`config.mk`:
```
export PLATFORM = sky130hd
export DESIGN_NAME = control_sequencer
export DESIGN_NICKNAME = d
export VERILOG_FILES = /design/src/rtl/cpu_pkg.sv /design/src/rtl/instr_decoder.sv /design/src/rtl/control_sequencer.sv
export SDC_FILE = /design/constraint.sdc
export NUM_CORES = 1
export LEC_CHECK = 0
export CAP_MARGIN = 10
export CORE_UTILIZATION = 45
export CTS_CLUSTER_SIZE = 10
export DETAILED_ROUTE_END_ITERATION = 8
export PLACE_DENSITY = 0.91
export SETUP_SLACK_MARGIN = 0.05
export SYNTH_ARGS = -nofsm -noshare
export SYNTH_HDL_FRONTEND = slang
export SYNTH_SLANG_ARGS = --single-unit
export TNS_END_PERCENT = 20
```
`constraint.sdc`:
```
create_clock -name clk -period 3.8 [get_ports clk]
set_clock_uncertainty 0.05 [all_clocks]
set_input_delay 1.14 -clock clk [delete_from_list [all_inputs] [get_ports clk]]
set_output_delay 1.14 -clock clk [all_outputs]
set_load 0.05 [all_outputs]
```
`src/rtl/cpu_pkg.sv`:
```
// cpu_pkg: definitions shared by the control sequencer, function unit and datapath.
//   - opcode encodings OP_NOP..OP_HLT (instr[15:12])
//   - function-select (FS) codes driven into the function unit
//   - bit positions of the fields inside the 16-bit control word
//   - sequencer state encoding
package cpu_pkg;

  localparam logic [3:0] OP_NOP = 4'h0;
  localparam logic [3:0] OP_MOV = 4'h1;
  localparam logic [3:0] OP_ADD = 4'h2;
  localparam logic [3:0] OP_SUB = 4'h3;
  localparam logic [3:0] OP_AND = 4'h4;
  localparam logic [3:0] OP_OR  = 4'h5;
  localparam logic [3:0] OP_XOR = 4'h6;
  localparam logic [3:0] OP_NOT = 4'h7;
  localparam logic [3:0] OP_INC = 4'h8;
  localparam logic [3:0] OP_LDI = 4'h9;
  localparam logic [3:0] OP_LD  = 4'hA;
  localparam logic [3:0] OP_ST  = 4'hB;
  localparam logic [3:0] OP_BRZ = 4'hC;
  localparam logic [3:0] OP_BRN = 4'hD;
  localparam logic [3:0] OP_JMP = 4'hE;
  localparam logic [3:0] OP_HLT = 4'hF;

  localparam logic [3:0] FS_TA  = 4'b0000;
  localparam logic [3:0] FS_INC = 4'b0001;
  localparam logic [3:0] FS_ADD = 4'b0010;
  localparam logic [3:0] FS_SUB = 4'b0101;
  localparam logic [3:0] FS_DEC = 4'b0110;
  localparam logic [3:0] FS_AND = 4'b1000;
  localparam logic [3:0] FS_OR  = 4'b1001;
  localparam logic [3:0] FS_XOR = 4'b1010;
  localparam logic [3:0] FS_NOT = 4'b1011;
  localparam logic [3:0] FS_TB  = 4'b1100;

  // control_word = {DA[15:13], AA[12:10], BA[9:7], MB[6], FS[5:2], MD[1], RW[0]}
  localparam int CW_DA_LSB = 13;
  localparam int CW_AA_LSB = 10;
  localparam int CW_BA_LSB = 7;
  localparam int CW_MB_BIT = 6;
  localparam int CW_FS_LSB = 2;
  localparam int CW_MD_BIT = 1;
  localparam int CW_RW_BIT = 0;

  typedef enum logic [1:0] {
    ST_FETCH = 2'd0,
    ST_EXEC  = 2'd1,
    ST_HALT  = 2'd2
  } state_e;

endpackage

```
`src/rtl/instr_decoder.sv`:
```
// instr_decoder: purely combinational decode of the instruction register.
//   ir            in   16  latched instruction
//   z, d          in   1   zero / negative flags for BRZ / BRN
//   control_word  out  16  datapath control word
//   mem_write     out  1   store strobe (ST)
//   constant_out  out  8   zero-extended imm6 (LDI)
//   branch_taken  out  1   conditional branch condition met
//   pc_sel_jmp    out  1   load PC from the address bus (JMP)
//   is_halt       out  1   HLT opcode
// Outputs are raw decode; the sequencer gates them with its state.
module instr_decoder
  import cpu_pkg::*;
(
  input  logic [15:0] ir,
  input  logic        z,
  input  logic        d,
  output logic [15:0] control_word,
  output logic        mem_write,
  output logic [7:0]  constant_out,
  output logic        branch_taken,
  output logic        pc_sel_jmp,
  output logic        is_halt
);

  logic [3:0] op;
  logic [3:0] fs;
  logic       mb, md, rw;

  assign op = ir[15:12];

  always_comb begin
    fs           = FS_TA;
    mb           = 1'b0;
    md           = 1'b0;
    rw           = 1'b0;
    mem_write    = 1'b0;
    constant_out = 8'h00;
    branch_taken = 1'b0;
    pc_sel_jmp   = 1'b0;
    is_halt      = 1'b0;
    case (op)
      OP_MOV: begin fs = FS_TA;  rw = 1'b1; end
      OP_ADD: begin fs = FS_ADD; rw = 1'b1; end
      OP_SUB: begin fs = FS_SUB; rw = 1'b1; end
      OP_AND: begin fs = FS_AND; rw = 1'b1; end
      OP_OR:  begin fs = FS_OR;  rw = 1'b1; end
      OP_XOR: begin fs = FS_XOR; rw = 1'b1; end
      OP_NOT: begin fs = FS_NOT; rw = 1'b1; end
      OP_INC: begin fs = FS_INC; rw = 1'b1; end
      OP_LDI: begin
        mb = 1'b1; fs = FS_TB; rw = 1'b1;
        constant_out = {2'b00, ir[5:0]};
      end
      OP_LD:  begin md = 1'b1; rw = 1'b1; end
      OP_ST:  mem_write = 1'b1;
      OP_BRZ: branch_taken = z;
      OP_BRN: branch_taken = d;
      OP_JMP: pc_sel_jmp = 1'b1;
      OP_HLT: is_halt = 1'b1;
      default: ;
    endcase

    control_word                          = 16'h0000;
    control_word[CW_DA_LSB +: 3]          = ir[11:9];
    control_word[CW_AA_LSB +: 3]          = ir[8:6];
    control_word[CW_BA_LSB +: 3]          = ir[5:3];
    control_word[CW_MB_BIT]               = mb;
    control_word[CW_FS_LSB +: 4]          = fs;
    control_word[CW_MD_BIT]               = md;
    control_word[CW_RW_BIT]               = rw;
  end

endmodule

```
`src/rtl/control_sequencer.sv`:
```
// control_sequencer: two-state (fetch/execute) hardwired control unit.
//   clk, reset     clock; synchronous active-high reset
//   step           (only with CONTROL_SEQUENCER_STEP_EN) single-step enable for FETCH
//   instr_in       instruction at pc_out
//   address_in     datapath bus A, JMP target
//   V, C, D, Z     datapath flags (D/Z steer BRN/BRZ)
//   pc_out         current PC
//   control_word   datapath control word, zero outside EXEC
//   constant_out   LDI immediate, zero otherwise
//   mem_write      data-memory write strobe
//   halted         high in HALT
// Optional macro CONTROL_SEQUENCER_STEP_EN: FETCH only advances on step=1.
module control_sequencer
  import cpu_pkg::*;
#(
  parameter int              PC_W     = 8,
  parameter logic [PC_W-1:0] RESET_PC = 8'h00
) (
  input  logic            clk,
  input  logic            reset,
`ifdef CONTROL_SEQUENCER_STEP_EN
  input  logic            step,
`endif
  input  logic [15:0]     instr_in,
  input  logic [7:0]      address_in,
  input  logic            V,
  input  logic            C,
  input  logic            D,
  input  logic            Z,
  output logic [PC_W-1:0] pc_out,
  output logic [15:0]     control_word,
  output logic [7:0]      constant_out,
  output logic            mem_write,
  output logic            halted
);

  state_e          state_q, state_d;
  logic [PC_W-1:0] pc_q, pc_d;
  logic [15:0]     ir_q, ir_d;

  logic [15:0]     dec_cw;
  logic [7:0]      dec_const;
  logic            dec_mw, dec_br, dec_jmp, dec_halt;
  logic [PC_W-1:0] br_off;
  logic            fetch_en;
  logic            unused_flags;

  // V and C are part of the flag interface but no opcode tests them.
  assign unused_flags = V ^ C;

`ifdef CONTROL_SEQUENCER_STEP_EN
  assign fetch_en = step;
`else
  assign fetch_en = 1'b1;
`endif

  instr_decoder u_dec (
    .ir           (ir_q),
    .z            (Z),
    .d            (D),
    .control_word (dec_cw),
    .mem_write    (dec_mw),
    .constant_out (dec_const),
    .branch_taken (dec_br),
    .pc_sel_jmp   (dec_jmp),
    .is_halt      (dec_halt)
  );

  assign br_off = {{(PC_W-6){ir_q[5]}}, ir_q[5:0]};
  assign pc_out = pc_q;

  always_comb begin
    state_d      = state_q;
    pc_d         = pc_q;
    ir_d         = ir_q;
    control_word = 16'h0000;
    constant_out = 8'h00;
    mem_write    = 1'b0;
    halted       = 1'b0;
    case (state_q)
      ST_FETCH: begin
        if (fetch_en) begin
          ir_d    = instr_in;
          pc_d    = pc_q + PC_W'(1);
          state_d = ST_EXEC;
        end
      end
      ST_EXEC: begin
        control_word = dec_cw;
        constant_out = dec_const;
        mem_write    = dec_mw;
        // pc_q already points past this instruction, so offset 0 falls through.
        if (dec_jmp)     pc_d = PC_W'(address_in);
        else if (dec_br) pc_d = pc_q + br_off;
        state_d = dec_halt ? ST_HALT : ST_FETCH;
      end
      ST_HALT: halted = 1'b1;
      default: state_d = ST_FETCH;
    endcase
    // Reset kills any in-flight EXEC so no register or memory write escapes.
    if (reset) begin
      control_word = 16'h0000;
      constant_out = 8'h00;
      mem_write    = 1'b0;
      halted       = 1'b0;
    end
  end

  always_ff @(posedge clk) begin
    if (reset) begin
      state_q <= ST_FETCH;
      pc_q    <= RESET_PC;
      ir_q    <= 16'h0000;
    end else begin
      state_q <= state_d;
      pc_q    <= pc_d;
      ir_q    <= ir_d;
    end
  end

endmodule

```
==> flow_metrics.py, run 1 <==
metrics = {
    "status": {
        "outcome": "finished, final reports clean",
    },
    "pwr": {
        "leakage_nw": 1.10,
        "power_switching_share_pct": 34.1,
        "sequentialPowerShare_pct": 43.5,
        "power.switching_mw": 0.252,
        "totalPowerFinal_mw": 0.738,
        "power.density_cell_area_nw_per_um2": 263,
        "vdd_ir_drop_max_v": 0.000228,
        "power_report.internal_total_mw": 0.486,
        "clock_power_share_pct": 25.7,
        "share_comb_of_total_power_pct": 30.8,
    },
    "placed_design": {
        "post-dp-hpwl_mm": 4.12,
        "globalplace.congestion": 0.866,
        "placed_area_um2": 2720,
        "dp.cells": 350,
        "port_buffers": 59,
    },
    "global_route": {
        "grt_pass1_vias": 1914,
        "global_route.usage.total_pct": 26.6,
        "grt_antenna_before_repair": 0,
        "grt_first_pass_wirelength_mm": 8.91,
        "grt.overflow.total": 0,
        "grt_start_max_net_pins": 19,
    },
    "cells_and_area": {
        "total_inserted_antenna_cells": 0,
        "drive_above_1_share_pct": 14.8,
        "reg_area_um2": 520,
        "synthesis_to_finish_area_growth_pct": 50.7,
        "finalNonFillerCells": 354,
        "multi_input_comb_area_um2": 1260,
        "final_util_pct": 70.6,
        "fill_cells": 298,
        "finish.net_count": 344,
        "non_filler_cell_area_final_um2": 2800,
    },
    "timing": {
        "worstMarginPinSlew_ps": 1050,
        "rsz_0062_raised_after_global_routing": "true",
        "hold_viol_final": 0,
        "min_clock_period_post_route_ps": 3680,
        "finalCritPeriodShare_pct": 97.0,
        "maxClockFrequency_mhz": 271,
        "setup_violations": 0,
        "maxSlewHeadroom_pct": 30.0,
        "final-max-slew-violation-count": 0,
    },
    "worst_setup_path": {
        "slowest_stage_cell_cp": "clkdlybuf4s50_1",
        "worst-path-buf-inv": 4,
        "path_max_fanout": 4,
        "cp_cell_sequence": "clkdlybuf4s50_1, inv_1, nand2b_1, buf_4, a21oi_1, buf_12",
        "timing.critical_path.arrival_ps": 2490,
        "cp.required_ps": 2610,
        "timing_worst_setup_path_type": "input pin to output port",
        "cp_slowest_stage_delay_ps": 480,
        "crit_family": "buffers and inverters",
        "crit_start_category": "input pin",
        "sort_of_element_at_the_end_of_the_critical_path": "output port",
    },
    "clocking": {
        "cts_inserted_buffers": 3,
        "count_of_h_tree_levels_built_during_cts": 1,
        "post_cts_hold_buffer_count": 0,
        "post-cts-setup-buffer-count": 0,
        "clk_root_buffer_cell": "clkbuf_8",
        "cts_resized": 0,
        "insertion_delay_ps": 290,
        "cts_sinks": 26,
        "cts.clk_slew.worst_paths_ps": 100,
        "clockBufferDepth": 2,
        "cts_tree": "done",
    },
    "floorplanning": {
        "floorplan.die_area_um2": 4400,
        "dieWidth_um": 66.3,
        "std_cell_rows": 23,
        "core_area_um2": 3970,
        "fp.dieH_um": 66.3,
        "starting_density_of_the_core_pct": 46.8,
        "io_pins": 64,
    },
    "logic_synthesis": {
        "synthesis.instances": 251,
        "yosys_warnings": 0,
        "synth_sequential_area_ratio_pct": 28.0,
        "syn-cell-area_um2": 1860,
        "postSynth.asyncResetShare_pct": 0,
        "yosys_register_bits": 26,
        "postSynthAreaPerCell_um2": 7.41,
        "synth-edff-count": 0,
        "number_of_different_library_cells_in_the_post_synthesis_netlist": 52,
        "synth_flop_cell": "dfxtp_1",
    },
    "drt": {
        "route.detailed.vias_per_inst": 5.60,
        "wl_per_cell_um": 15.5,
        "routed-via-count": 1981,
        "detail_route.wirelength_mm": 5.47,
        "drc": 0,
        "first_pass_iters": 4,
        "drt-initial-drc-count": 111,
        "ant_nets": 0,
    },
    "min_path": {
        "worstHoldPathType": "register to register",
    },
    "job": {
        "timing.max_cap.violations": 0,
    },
}
## cells in the mapped netlist, types with 2 or more instances
cell	number	area [um^2]
nand2_1	38	143
a21oi_1	28	140
dfxtp_1	26	521
nor2_1	15	56.3
and2_1	14	87.6
inv_1	10	37.5
nor3_1	10	50.1
clkbuf_1	8	30.0
ha_1	8	100
nand3_1	8	40.0
a211oi_1	6	45.0
buf_2	6	30.0
nand2b_1	6	37.5
o21ai_0	5	25.0
a21o_1	4	30.0
buf_4	4	30.0
nor2b_1	4	25.0
nor4_1	4	25.0
a211o_1	3	26.3
mux2i_1	3	30.0
xnor2_1	3	26.3
and3_1	2	12.5
nand4_1	2	12.5
o21bai_1	2	15.0
o221ai_1	2	17.5
o22ai_1	2	12.5
o32ai_1	2	17.5
xor2_1	2	17.5
## routing by layer
layer  up-vias  wire length, um  GRT usage, %
met4         0               46          6.12
met2        69             2690          46.7
met1       923             2340          32.5
met3         5              390          6.03
li1        984                -             -
met5         -                0             0
## power by group through the flow
stage               clock network [mW]  logic (mW)  registers (mW)
global placement                     0       0.218           0.324
global route                     0.196       0.248           0.325
detailed placement                   0       0.224           0.326
CTS                              0.189       0.225           0.319
finish                           0.189       0.227           0.321
floorplan                            0       0.131           0.334
## cells by family (layout without fill, tap and decap cells)
group,after synthesis,in the layout,synth area share [%]
simple gates,112,112,30.2
compound gates,66,66,23.7
buf+inv,28,80,6.86
flops,26,26,28.0
fa+ha+maj,9,9,6.46
xor+xnor,5,5,2.35
mux,4,4,2.22
other cells,1,2,0.202
## placed cells by master (no fill, tap or decap), drive strengths merged, types with 3 or more instances in the layout
cell	Yosys	final
clkdlybuf4s50	0	35
xnor2	3	3
nor3	10	10
clkbuf	8	4
buf	10	31
inv	10	10
o21ai	6	6
dfxtp	26	26
mux2i	3	3
nand2	39	39
nor4	4	4
nor2b	4	4
ha	8	8
and2	14	14
nor2	16	16
a211oi	6	6
nand2b	7	7
nand3	8	8
a21o	4	4
a211o	3	3
a21oi	29	29
## stage by stage
stage | hold WS [ps] | setup TNS [ps] | worst slack [ps]
after floorplan | 382 | -90.6 | -69.3
after global placement | 387 | 0 | 171
after detailed placement | 406 | 0 | 102
after CTS | 419 | 0 | 73.6
after global routing | 438 | 0 | 13.8
final | 418 | 0 | 115
## flip-flops by register name (all words and copies together), names as in the netlist
signal,flops
ir_q,16
pc_out,8
state_q,2
## path summary, 6_finish.rpt
check	cells after the start	slack, ps	endpoint	startpoint
setup reg to reg	8	1620	pc_out[6]	pc_out[0]
hold reg to reg	2	420	ir_q[9]	ir_q[9]
hold / removal	2	420	ir_q[9]	ir_q[9]
setup / recovery	6	120	control_word[5]	reset
## cell type report
type / instances / area share [%]
well taps: 50 / 2.23
inverters: 10 / 1.34
multi-input cells: 198 / 44.8
clock buffers: 4 / 1.96
repair buffers: 66 / 31.1
flip-flops and latches: 26 / 18.6
## worst register-to-register path, stage by stage, from the launching register on
cell and delay, ps:
dfxtp_1 460, ha_1 220, inv_1 50, fa_1 410
nor2b_1 170, o21bai_1 90, a21boi_0 270, mux2i_1 230
a41o_1 170
Note: power is estimated with default switching activity, not from simulation.
==> run 2: changes to the inputs <==
--- a/config.mk
+++ b/config.mk
@@ -11,6 +11,7 @@
 export DETAILED_ROUTE_END_ITERATION = 8
 export PLACE_DENSITY = 0.91
 export SETUP_SLACK_MARGIN = 0.05
+export SKIP_CTS_REPAIR_TIMING = 1
 export SYNTH_ARGS = -nofsm -noshare
 export SYNTH_HDL_FRONTEND = slang
 export SYNTH_SLANG_ARGS = --single-unit
==> results of run 2 <==
Final layout, timing and power as in run 1 (identical DEF).
==> run 3: changes to the inputs <==
--- a/config.mk
+++ b/config.mk
@@ -9,6 +9,7 @@
 export CORE_UTILIZATION = 45
 export CTS_CLUSTER_SIZE = 10
 export DETAILED_ROUTE_END_ITERATION = 8
+export MAX_ROUTING_LAYER = met4
 export PLACE_DENSITY = 0.91
 export SETUP_SLACK_MARGIN = 0.05
 export SKIP_CTS_REPAIR_TIMING = 1
==> run 3 against run 2 <==
Against the previous run: core utilization decreased by 0.16 points; die area unchanged; sequential share of layout area about the same; combinational power about the same; setup slack got worse by 79 ps; clock-buffer cell count unchanged; clock power decreased by 2%; register-to-register slack got worse by 20 ps; critical endpoint is now constant_out[1]; largest power group unchanged.
==> flow_metrics.py, run 3 (synthesized netlist as in run 1, its figures left out) <==
metrics = {
    "worst_setup_path": {
        "crit_start_category": "input pin",
        "sort_of_element_at_the_end_of_the_critical_path": "output port",
        "cp.required_ps": 2610,
        "timing.critical_path.arrival_ps": 2570,
        "timing_worst_setup_path_type": "input pin to output port",
        "path_max_fanout": 4,
    },
    "placed_design": {
        "placed_area_um2": 2720,
        "port_buffers": 59,
        "dp_slack_ps": 136,
        "dp.cells": 350,
        "post-dp-hpwl_mm": 4.20,
        "globalplace.congestion": 0.876,
    },
    "timing": {
        "maxSlewHeadroom_pct": 32.3,
        "timing.hold.ws_ps": 412,
        "hold_viol_final": 0,
        "min_clock_period_post_route_ps": 3760,
        "finalCritPeriodShare_pct": 99.1,
        "final-max-slew-violation-count": 0,
        "worstMarginPinSlew_ps": 1010,
        "maxClockFrequency_mhz": 266,
        "tns_ps": 0,
        "finalWorstSetupSlack_ps": 35.8,
        "rsz_0062_raised_after_global_routing": "true",
        "setup_violations": 0,
    },
    "global_route": {
        "grt_first_pass_wirelength_mm": 9.23,
        "global_route.usage.total_pct": 28.1,
        "grt_pass1_vias": 1965,
        "grt.overflow.total": 0,
        "grt_antenna_before_repair": 0,
        "grt_start_max_net_pins": 19,
    },
    "floorplanning": {
        "core_area_um2": 3970,
        "starting_density_of_the_core_pct": 46.8,
        "io_pins": 64,
        "dieWidth_um": 66.3,
        "fp.dieH_um": 66.3,
        "floorplan.die_area_um2": 4400,
        "std_cell_rows": 23,
    },
    "status": {
        "outcome": "finished, final reports clean",
    },
    "clocking": {
        "clockBufferDepth": 2,
        "count_of_h_tree_levels_built_during_cts": 1,
        "clk_root_buffer_cell": "clkbuf_8",
        "cts_sinks": 26,
        "cts_inserted_buffers": 3,
        "cts_tree": "done",
        "insertion_delay_ps": 270,
        "cts.clk_slew.worst_paths_ps": 90,
    },
    "cells_and_area": {
        "synthesis_to_finish_area_growth_pct": 50.4,
        "largest_register_ffs": 16,
        "final_util_pct": 70.4,
        "finish.net_count": 344,
        "regMostFlops": "ir_q",
        "finalNonFillerCells": 354,
        "total_inserted_antenna_cells": 0,
        "non_filler_cell_area_final_um2": 2800,
        "most_common_cell_after_layout_fill_and_taps_aside": "nand2_1",
        "drive_above_1_share_pct": 15.1,
        "layout.cells.most_common_list": "38 x nand2_1, 35 x clkdlybuf4s50_1, 27 x a21oi_1",
    },
    "drt": {
        "first_pass_iters": 4,
        "drc": 0,
        "ant_nets": 0,
        "drt-initial-drc-count": 122,
        "detail_route.wirelength_mm": 5.65,
        "route.detailed.vias_per_inst": 5.73,
        "wl_per_cell_um": 16.0,
        "routed-via-count": 2030,
    },
    "pwr": {
        "leakage_nw": 1.10,
        "vdd_ir_drop_max_v": 0.000201,
        "totalPowerFinal_mw": 0.736,
        "power.density_cell_area_nw_per_um2": 263,
    },
    "min_path": {
        "worstHoldPathType": "register to register",
    },
    "job": {
        "timing.max_cap.violations": 0,
    },
}
-- run 3: path summary, 6_finish.rpt --
path	startpoint	to	slack, ps	depth (start not counted)
setup / recovery	reset	constant_out[1]	40	5
hold / removal	ir_q[11]	ir_q[11]	410	2
setup reg to reg	pc_out[0]	pc_out[6]	1600	8
hold reg to reg	ir_q[11]	ir_q[11]	410	2
-- run 3: critical path: stages --
cell and delay (ps):
clkdlybuf4s50_1 480, inv_1 120, nand2b_1 180, nor3_1 440
buf_12 200
-- run 3: area by class of cell --
class                      instances  area [um^2]
multi-input combinational        198         1250
fill                             300         1170
timing repair buffer              66          871
sequential                        26          520
tap                               50         62.6
clock buffer                       4         55.1
inverter                          10         37.5
-- run 3: power breakdown --
part	total (mW)	switching, mW	internal (mW)
sequential	0.321	0.0300	0.291
combinational	0.230	0.128	0.102
clock	0.185	0.0925	0.0928
-- run 3: per-layer routing --
| layer | vias up | global-route usage (%) | wire, um |
|---|---|---|---|
| met5 | - | - | 0 |
| met4 | 0 | 9.04 | 124 |
| met3 | 15 | 5.17 | 358 |
| met2 | 77 | 47.6 | 2810 |
| met1 | 953 | 33.6 | 2350 |
| li1 | 985 | - | - |
